**src/rtl/reg_alu_pkg.sv**
```systemverilog
// Shared definitions for the reg_alu instruction sequencer: widths, instruction
// field positions, instruction kinds and FSM state encodings.
package reg_alu_pkg;

  localparam int DW_DEF  = 16;
  localparam int AW_DEF  = 3;
  localparam int OPW_DEF = 2;

  localparam int KIND_HI = 15;
  localparam int KIND_LO = 14;
  localparam int OP_HI   = 13;
  localparam int OP_LO   = 12;
  localparam int RA_HI   = 11;
  localparam int RA_LO   = 9;
  localparam int RB_HI   = 8;
  localparam int RB_LO   = 6;
  localparam int RD_HI   = 5;
  localparam int RD_LO   = 3;

  typedef enum logic [1:0] {
    KIND_LOADI = 2'b00,
    KIND_ALU   = 2'b01,
    KIND_READ  = 2'b10,
    KIND_NOP   = 2'b11
  } kind_t;

  typedef enum logic [1:0] {
    S_IDLE = 2'b00,
    S_IMM  = 2'b01,
    S_EXEC = 2'b10,
    S_RSP  = 2'b11
  } state_t;

endpackage

```
**src/rtl/reg_alu_seq_decode.sv**
```systemverilog
// Combinational split of an instruction word into kind and operand fields.
module reg_alu_seq_decode
  import reg_alu_pkg::*;
(
  input  logic [DW_DEF-1:0]  word,
  output kind_t              kind,
  output logic [OPW_DEF-1:0] op,
  output logic [AW_DEF-1:0]  ra,
  output logic [AW_DEF-1:0]  rb,
  output logic [AW_DEF-1:0]  rd
);

  assign kind = kind_t'(word[KIND_HI:KIND_LO]);
  assign op   = word[OP_HI:OP_LO];
  assign ra   = word[RA_HI:RA_LO];
  assign rb   = word[RB_HI:RB_LO];
  assign rd   = word[RD_HI:RD_LO];

  // Low bits are reserved in every instruction kind.
  logic unused_reserved;
  assign unused_reserved = ^word[RD_LO-1:0];

endmodule

```
**src/rtl/reg_alu_seq.sv**
```systemverilog
// Instruction sequencer driving the reg_alu control/data interface from a
// valid/ready instruction stream, with a read-response channel.
//
// state | meaning
// IDLE  | waiting for an instruction word
// IMM   | LOADI accepted, waiting for its immediate word
// EXEC  | one cycle with registered reg_alu controls applied
// RSP   | READ data captured, waiting for rsp_ready
module reg_alu_seq
  import reg_alu_pkg::*;
#(
  parameter int DW  = DW_DEF,
  parameter int AW  = AW_DEF,
  parameter int OPW = OPW_DEF
) (
  input  logic           clk,
  input  logic           reset,
  input  logic           in_valid,
  output logic           in_ready,
  input  logic [DW-1:0]  in_data,
  output logic           sel,
  output logic           wr,
  output logic [OPW-1:0] op,
  output logic [AW-1:0]  rd_addr_a,
  output logic [AW-1:0]  rd_addr_b,
  output logic [AW-1:0]  wr_addr,
  output logic [DW-1:0]  d_in,
  input  logic [DW-1:0]  d_out_a,
  input  logic [DW-1:0]  d_out_b,
  input  logic           cout,
  output logic           rsp_valid,
  input  logic           rsp_ready,
  output logic [DW-1:0]  rsp_a,
  output logic [DW-1:0]  rsp_b,
  output logic           carry_flag,
  output logic           busy,
  output logic [15:0]    retired
);

  state_t         state, state_nxt;
  kind_t          dec_kind, kind_q;
  logic [OPW-1:0] dec_op;
  logic [AW-1:0]  dec_ra, dec_rb, dec_rd, rd_q;
  logic           in_xfer;

  reg_alu_seq_decode u_decode (
    .word (in_data),
    .kind (dec_kind),
    .op   (dec_op),
    .ra   (dec_ra),
    .rb   (dec_rb),
    .rd   (dec_rd)
  );

  assign in_xfer = in_valid && in_ready;

  always_ff @(posedge clk) begin
    if (reset) state <= S_IDLE;
    else       state <= state_nxt;
  end

  always_comb begin
    state_nxt = state;
    case (state)
      S_IDLE: begin
        if (in_xfer) begin
          case (dec_kind)
            KIND_LOADI: state_nxt = S_IMM;
            KIND_ALU,
            KIND_READ:  state_nxt = S_EXEC;
            default:    state_nxt = S_IDLE;
          endcase
        end
      end
      S_IMM:   if (in_xfer) state_nxt = S_EXEC;
      S_EXEC:  state_nxt = (kind_q == KIND_READ) ? S_RSP : S_IDLE;
      S_RSP:   if (rsp_ready) state_nxt = S_IDLE;
      default: state_nxt = S_IDLE;
    endcase
  end

  always_comb begin
    in_ready  = !reset && (state == S_IDLE || state == S_IMM);
    busy      = (state != S_IDLE);
    rsp_valid = (state == S_RSP);
  end

  // reg_alu controls are loaded on the edge entering EXEC and cleared on the
  // next edge, so wr is a single-cycle pulse.
  always_ff @(posedge clk) begin
    if (reset) begin
      sel        <= 1'b0;
      wr         <= 1'b0;
      op         <= '0;
      rd_addr_a  <= '0;
      rd_addr_b  <= '0;
      wr_addr    <= '0;
      d_in       <= '0;
      kind_q     <= KIND_NOP;
      rd_q       <= '0;
      rsp_a      <= '0;
      rsp_b      <= '0;
      carry_flag <= 1'b0;
      retired    <= '0;
    end else begin
      sel       <= 1'b0;
      wr        <= 1'b0;
      op        <= '0;
      rd_addr_a <= '0;
      rd_addr_b <= '0;
      wr_addr   <= '0;
      d_in      <= '0;

      if (state == S_IDLE && in_xfer) begin
        kind_q <= dec_kind;
        rd_q   <= dec_rd;
        case (dec_kind)
          KIND_ALU: begin
            wr        <= 1'b1;
            sel       <= 1'b1;
            op        <= dec_op;
            rd_addr_a <= dec_ra;
            rd_addr_b <= dec_rb;
            wr_addr   <= dec_rd;
          end
          KIND_READ: begin
            rd_addr_a <= dec_ra;
            rd_addr_b <= dec_rb;
          end
          KIND_NOP: retired <= retired + 16'd1;
          default: ;
        endcase
      end

      if (state == S_IMM && in_xfer) begin
        wr      <= 1'b1;
        wr_addr <= rd_q;
        d_in    <= in_data;
      end

      if (state == S_EXEC) begin
        case (kind_q)
          KIND_ALU: begin
            carry_flag <= cout;
            retired    <= retired + 16'd1;
          end
          KIND_LOADI: retired <= retired + 16'd1;
          KIND_READ: begin
            rsp_a <= d_out_a;
            rsp_b <= d_out_b;
          end
          default: ;
        endcase
      end

      if (state == S_RSP && rsp_ready) retired <= retired + 16'd1;
    end
  end

endmodule
```
**config.mk**
```make
export PLATFORM = sky130hd
export DESIGN_NAME = reg_alu_seq
export DESIGN_NICKNAME = d
export VERILOG_FILES = /design/src/rtl/reg_alu_pkg.sv /design/src/rtl/reg_alu_seq_decode.sv /design/src/rtl/reg_alu_seq.sv
export SDC_FILE = /design/constraint.sdc
export NUM_CORES = 1
export LEC_CHECK = 0
export CORE_MARGIN = 3
export CORE_UTILIZATION = 45
export DETAILED_ROUTE_END_ITERATION = 8
export PLACE_DENSITY = 0.85
export SETUP_SLACK_MARGIN = 0.1
export SLEW_MARGIN = 20
export SYNTH_ARGS = -nofsm -noshare
export SYNTH_HDL_FRONTEND = slang
export SYNTH_SLANG_ARGS = --single-unit
```
**constraint.sdc**
```tcl
create_clock -name clk -period 3.27 [get_ports clk]
set_input_delay 0.4905 -clock clk [delete_from_list [all_inputs] [get_ports clk]]
set_output_delay 0.4905 -clock clk [all_outputs]
set_load 0.01 [all_outputs]
```
Word level (Yosys, flattened, before mapping)
Index checks and enable logic that the tools add are counted. Widths: inputs -> output; s select.

Muxes and demuxes: 17. Reduce and logical (&&, ||, !) cells: 19. Equality and inequality tests: 11. Bitwise operators: 4. $add $sub $neg: 1.

Operators with widths (number): $mux 16 (5); $add 16x1->16 const B (1); $eq 2x2->1 const B (5); $mux 3 (3); $mux 2 (4); $pmux 2 s4 (1); $eq 2x1->1 const B (3); $logic_not 2->1 (3); $reduce_or 2->1 (3); $reduce_or 3->1 (2); $logic_and 1x1->1 (5); $ne 2x2->1 const B (2); $not 1->1 (4); $pmux 2 s2 (1); $reduce_and 2->1 (2); $mux 1 (3); $reduce_and 3->1 (1); $ne 2x1->1 const B (1); $reduce_bool 2->1 (1); $logic_not 1->1 (1); $logic_or 1x1->1 (1).

Bits in registers: 85. Output and inout port bits: 81. Input port bits: 53.

Longest topological paths before layout
Depth after elaboration: 9. Gate-level depth with buffers: 7. Mapped depth without buffers: 6.

Cells and area by module
A second synthesis with hierarchy kept.

Cell total of the unflattened synthesis: 353. Area total of the unflattened synthesis: 3175.5 µm².

Modules (own cells, without submodules): reg_alu_seq (area each 3078.0 µm², times used 1, cells each 340); reg_alu_seq_decode (area each 97.6 µm², times used 1, cells each 13).

Worst setup path before layout
Ideal clock, no wire load.

Path kind: input -> register. From: in reset. To: reg retired[12]. Arrival time: 1.754 ns. Library setup time: 0.071 ns. Slack: 1.446 ns. Required time: 3.199 ns. Buffers on the path: 1. Stages on the path: 5. Cell sequence: nor4b_4 a32oi_2 buf_2 or4_1 a21oi_1.

Word-level cells in the longest chain between the ends: 8.

Ends and longest elaborated chain: start: declaration (line reg_alu_seq.sv:17) `input logic reset,`; $logic_not 1->1 (line reg_alu_seq.sv:83) `in_ready = !reset && (state == S_IDLE || state == S_IMM);`; $logic_and 1x1->1 (line reg_alu_seq.sv:83); $logic_and 1x1->1 (line reg_alu_seq.sv:55) `assign in_xfer = in_valid && in_ready;`; $logic_and 1x1->1 (line reg_alu_seq.sv:114) `if (state == S_IDLE && in_xfer) begin`; $mux 16 (line reg_alu_seq.sv:114); $mux 16; $mux 16 (line reg_alu_seq.sv:141) `if (state == S_EXEC) begin`; $mux 16 (line reg_alu_seq.sv:156) `if (state == S_RSP && rsp_ready) retired <= retired + 16'd1;`; end signal: assignment (line reg_alu_seq.sv:145) `retired <= retired + 16'd1;`; end signal: assignment (line reg_alu_seq.sv:147) `KIND_LOADI: retired <= retired + 16'd1;`; end signal: assignment (line reg_alu_seq.sv:156); end: declaration (line reg_alu_seq.sv:37) `output logic [15:0] retired`.

Several ways; a longest one is shown, not always the timed one. A chain may end at the register's enable or synchronous reset.

Worst setup path after layout
From: reg state[1]. To: out busy.

Word-level cells in the longest chain between the ends: 1.

Ends and longest elaborated chain: start: declaration (line reg_alu_seq.sv:40) `state_t state, state_nxt;`; start signal: assignment (line reg_alu_seq.sv:59) `else state <= state_nxt;`; $reduce_bool 2->1 (line reg_alu_seq.sv:84) `busy = (state != S_IDLE);`; end: declaration (line reg_alu_seq.sv:36) `output logic busy,`.

Every way passes these cells.

==> impl_metrics.toml <==
[run_status]
status = "completed"

[drt]
wirelength_um = 7680
top_layer = "met4"
vias = 2782
met2_length_um = 3640
wl_met1_um = 3280
routedWlPerCell_um = 14.1
drc = 0
viasPerCell = 5.10
route.met3.wl_um = 647
firstDrtPassIters = 4
drtIter0Drc = 95
final_antenna_net_count = 0

[clock_tree]
cts_setup_buffers = 0
tritoncts = "done"
clock_path_buffers = 2
clockRootBuffer = "clkbuf_8"
cts.sinks = 85
cts_made_buffers = 9
htree_levels = 3
clkTransAtPathRegs_ns = 0.08
cts_resized = 0
hold_buffers = 0
insertion_delay_ns = 0.35

[setup_path]
end_kind = "output pin"
reg2reg_from = "state[0]"
cp.required_ns = 2.78
cp_max_fo = 12
reg2reg_depth = 5
crit_type = "flip-flop to output pin"
slowest_delay_ns = 0.62
cp.depth = 2
r2r_setup_slack_ns = 1.25
cpMaxStageDelayCell = "dfxtp_1"
path_delay_family = "flip-flops"
start_kind = "flip-flop"
r2r_end = "retired[14]"
crit_chain = "or2_2 > clkdlybuf4s50_1"
endpoint = "busy"
cp_num_buf_inv = 1
critPathArrivalTime_ns = 1.71
critPathLaunch = "state[1]"

[global_routing]
grt_pass1_wl_um = 12100
globalRouteTotalUtil_pct = 19.7
grt_pass1_vias = 2654
antenna_found_initial = 0
grt_max_degree = 38
grt_overflow_total = 0

[yosys]
synthCells = 339
synthMuxAreaShare_pct = 1.62
synth_xor_area_share_pct = 0.284
synth-seq-cells = 85
synth.area.top_cells = "dfxtp_1, nand2_1, a21oi_1"
ys_seq_area_share_pct = 55.2
synth_edf_count = 0
syn_area_mm2 = 0.00308
post-synth-top-area-cell = "dfxtp_1"
yosys.area_share.simple_pct = 24.6
yosys.cell_types.count = 33
synth_nets = 396
synthFlopType = "dfxtp_1"
synthAdderAreaFrac_pct = 1.62
synth_top_family_by_area = "simple AND/OR/NAND/NOR gates"
synth_top_area_share_pct = 55.2
yosysWarnings = 0
synth_compound_area_share_pct = 13.2
synth.avg_cell_area_um2 = 9.09
async_flop_share_pct = 0

[timing]
setup_viol = 0
fin_crit_sh_pct = 67.2
setup_tns_ns = 0
period_needed_ns = 2.20
worst_pin_slew_ns = 0.578
fin_ws_ns = 1.07
maxSlewHeadroom_pct = 61.5
max_freq_mhz = 455
rsz0062_at_grt = "false"
finalHoldViolCount = 0
skew_ns = 0.00908
maxSlewViolCount = 0

[hold_path]
hold_path_class = "flip-flop to flip-flop"

[placement]
dp_slack_ns = 0.728
port_buffers = 133
place_area_mm2 = 0.00446
gp_congestion = 0.743
dp_hpwl_um = 5390

[pwr]
ir_drop_uv = 301
p_leak_nw = 1.67
power_density_mw_per_mm2 = 429
p_total_mw = 2.00

[layout]
n_antenna_cell = 0
syn_to_final_growth_pct = 51.4
fillers = 499
final_nets = 521
final_layout_size_suffix_gt1_share_pct = 5.76
finalInstanceArea_mm2 = 0.00467

[floorplan]
fp.dieW_um = 88.8
die_y_um = 88.8
ioPinCount = 134
coreArea_mm2 = 0.00649
die_area_mm2 = 0.00788
row_count = 29
initial_utilization_pct = 47.5

[flow_run]
cap_viol_max_count = 0
==> cells in the final DEF, fill, tap and decap left out, types with 8 or more instances in the layout <==
| cell | instances |
|---|---|
| a21oi_1 | 46 |
| and2_1 | 19 |
| and3_1 | 11 |
| clkbuf_8 | 9 |
| clkdlybuf4s50_1 | 132 |
| dfxtp_1 | 85 |
| nand2_1 | 67 |
| nor2_1 | 10 |
| o21ai_0 | 8 |
| or3_1 | 8 |
==> layer usage <==
layer	vias up	global-route usage (%)
li1	1410	-
met1	1259	22.8
met2	102	33.3
met3	11	6.61
met4	0	7.97
met5	-	0
==> metrics by stage <==
| stage | instances | util (%) | hold slack [ns] |
|---|---|---|---|
| final | 546 | 71.9 | 0.456 |
| after global routing | 546 | 71.9 | 0.479 |
| after CTS | 545 | 71.7 | 0.458 |
| after detailed placement | 529 | 68.6 | 0.447 |
| after global placement | 529 | 68.6 | 0.441 |
| after floorplan | 339 | - | 0.442 |
==> power breakdown <==
part / switching [mW] / leakage [nW] / internal, mW
Clock: 0.380 / 0.104 / 0.357
Sequential: 0.0189 / 0.687 / 1.06
Combinational: 0.0776 / 0.882 / 0.117
==> flip-flops by register name, indices dropped and copies added (netlist names) <==
signal / cells
wr_addr: 3
op: 2
rsp_b: 16
state: 2
sel: 1
rd_addr_b: 3
d_in: 16
kind_q: 2
carry_flag: 1
retired: 16
wr: 1
rd_q: 3
rsp_a: 16
rd_addr_a: 3
==> layout make-up <==
cell class	instances	area, um^2	area share, %
well taps	77	96.3	2.06
clock buffers	9	124	2.65
flip-flops and latches	85	1700	36.5
repair buffers	138	1370	29.3
inverters	4	15.0	0.322
clock inverters	7	75.1	1.61
multi-input cells	226	1290	27.6
==> worst min path at each step <==
stage	startpoint	to	slack [ns]	cells past startpoint
6_report	rsp_a[8]	rsp_a[8]	0.46	2
5_1_grt	rsp_a[11]	rsp_a[11]	0.48	2
4_1_cts	rsp_a[8]	rsp_a[8]	0.46	2
3_5_place_dp	rsp_b[11]	rsp_b[11]	0.45	2
3_3_place_gp	rsp_a[12]	rsp_a[12]	0.44	2
2_1_floorplan	rd_q[0]	wr_addr[0]	0.44	1
==> worst register-to-register path: cells and delay by family (launching register included) <==
kind | cells | cell delay (ns)
flip-flops | 1 | 0.61
buffers and inverters | 1 | 0.26
AO/OA/AOI/OAI | 2 | 0.40
AND/OR/NAND/NOR | 2 | 0.69
==> cell usage after synthesis, drive strengths merged, types with 3 or more instances <==
master	n
and3	11
and2	19
a21oi	46
ha	4
mux2i	5
nor2	10
or3	8
inv	4
nand3	6
clkbuf	22
nand4	5
or4	6
a22o	3
o31ai	6
dfxtp	85
o21ai	8
nand2	67
==> cell families (layout without fill, tap and decap cells) <==
group | count (synthesis) | count (layout)
AO/OA/AOI/OAI | 70 | 70
flip-flops | 85 | 85
multiplexers | 5 | 5
adder cells (fa/ha/maj) | 4 | 4
XOR/XNOR | 1 | 1
AND/OR/NAND/NOR | 146 | 146
buffers and inverters | 28 | 158
No activity file was read; power rests on OpenSTA's default activity.
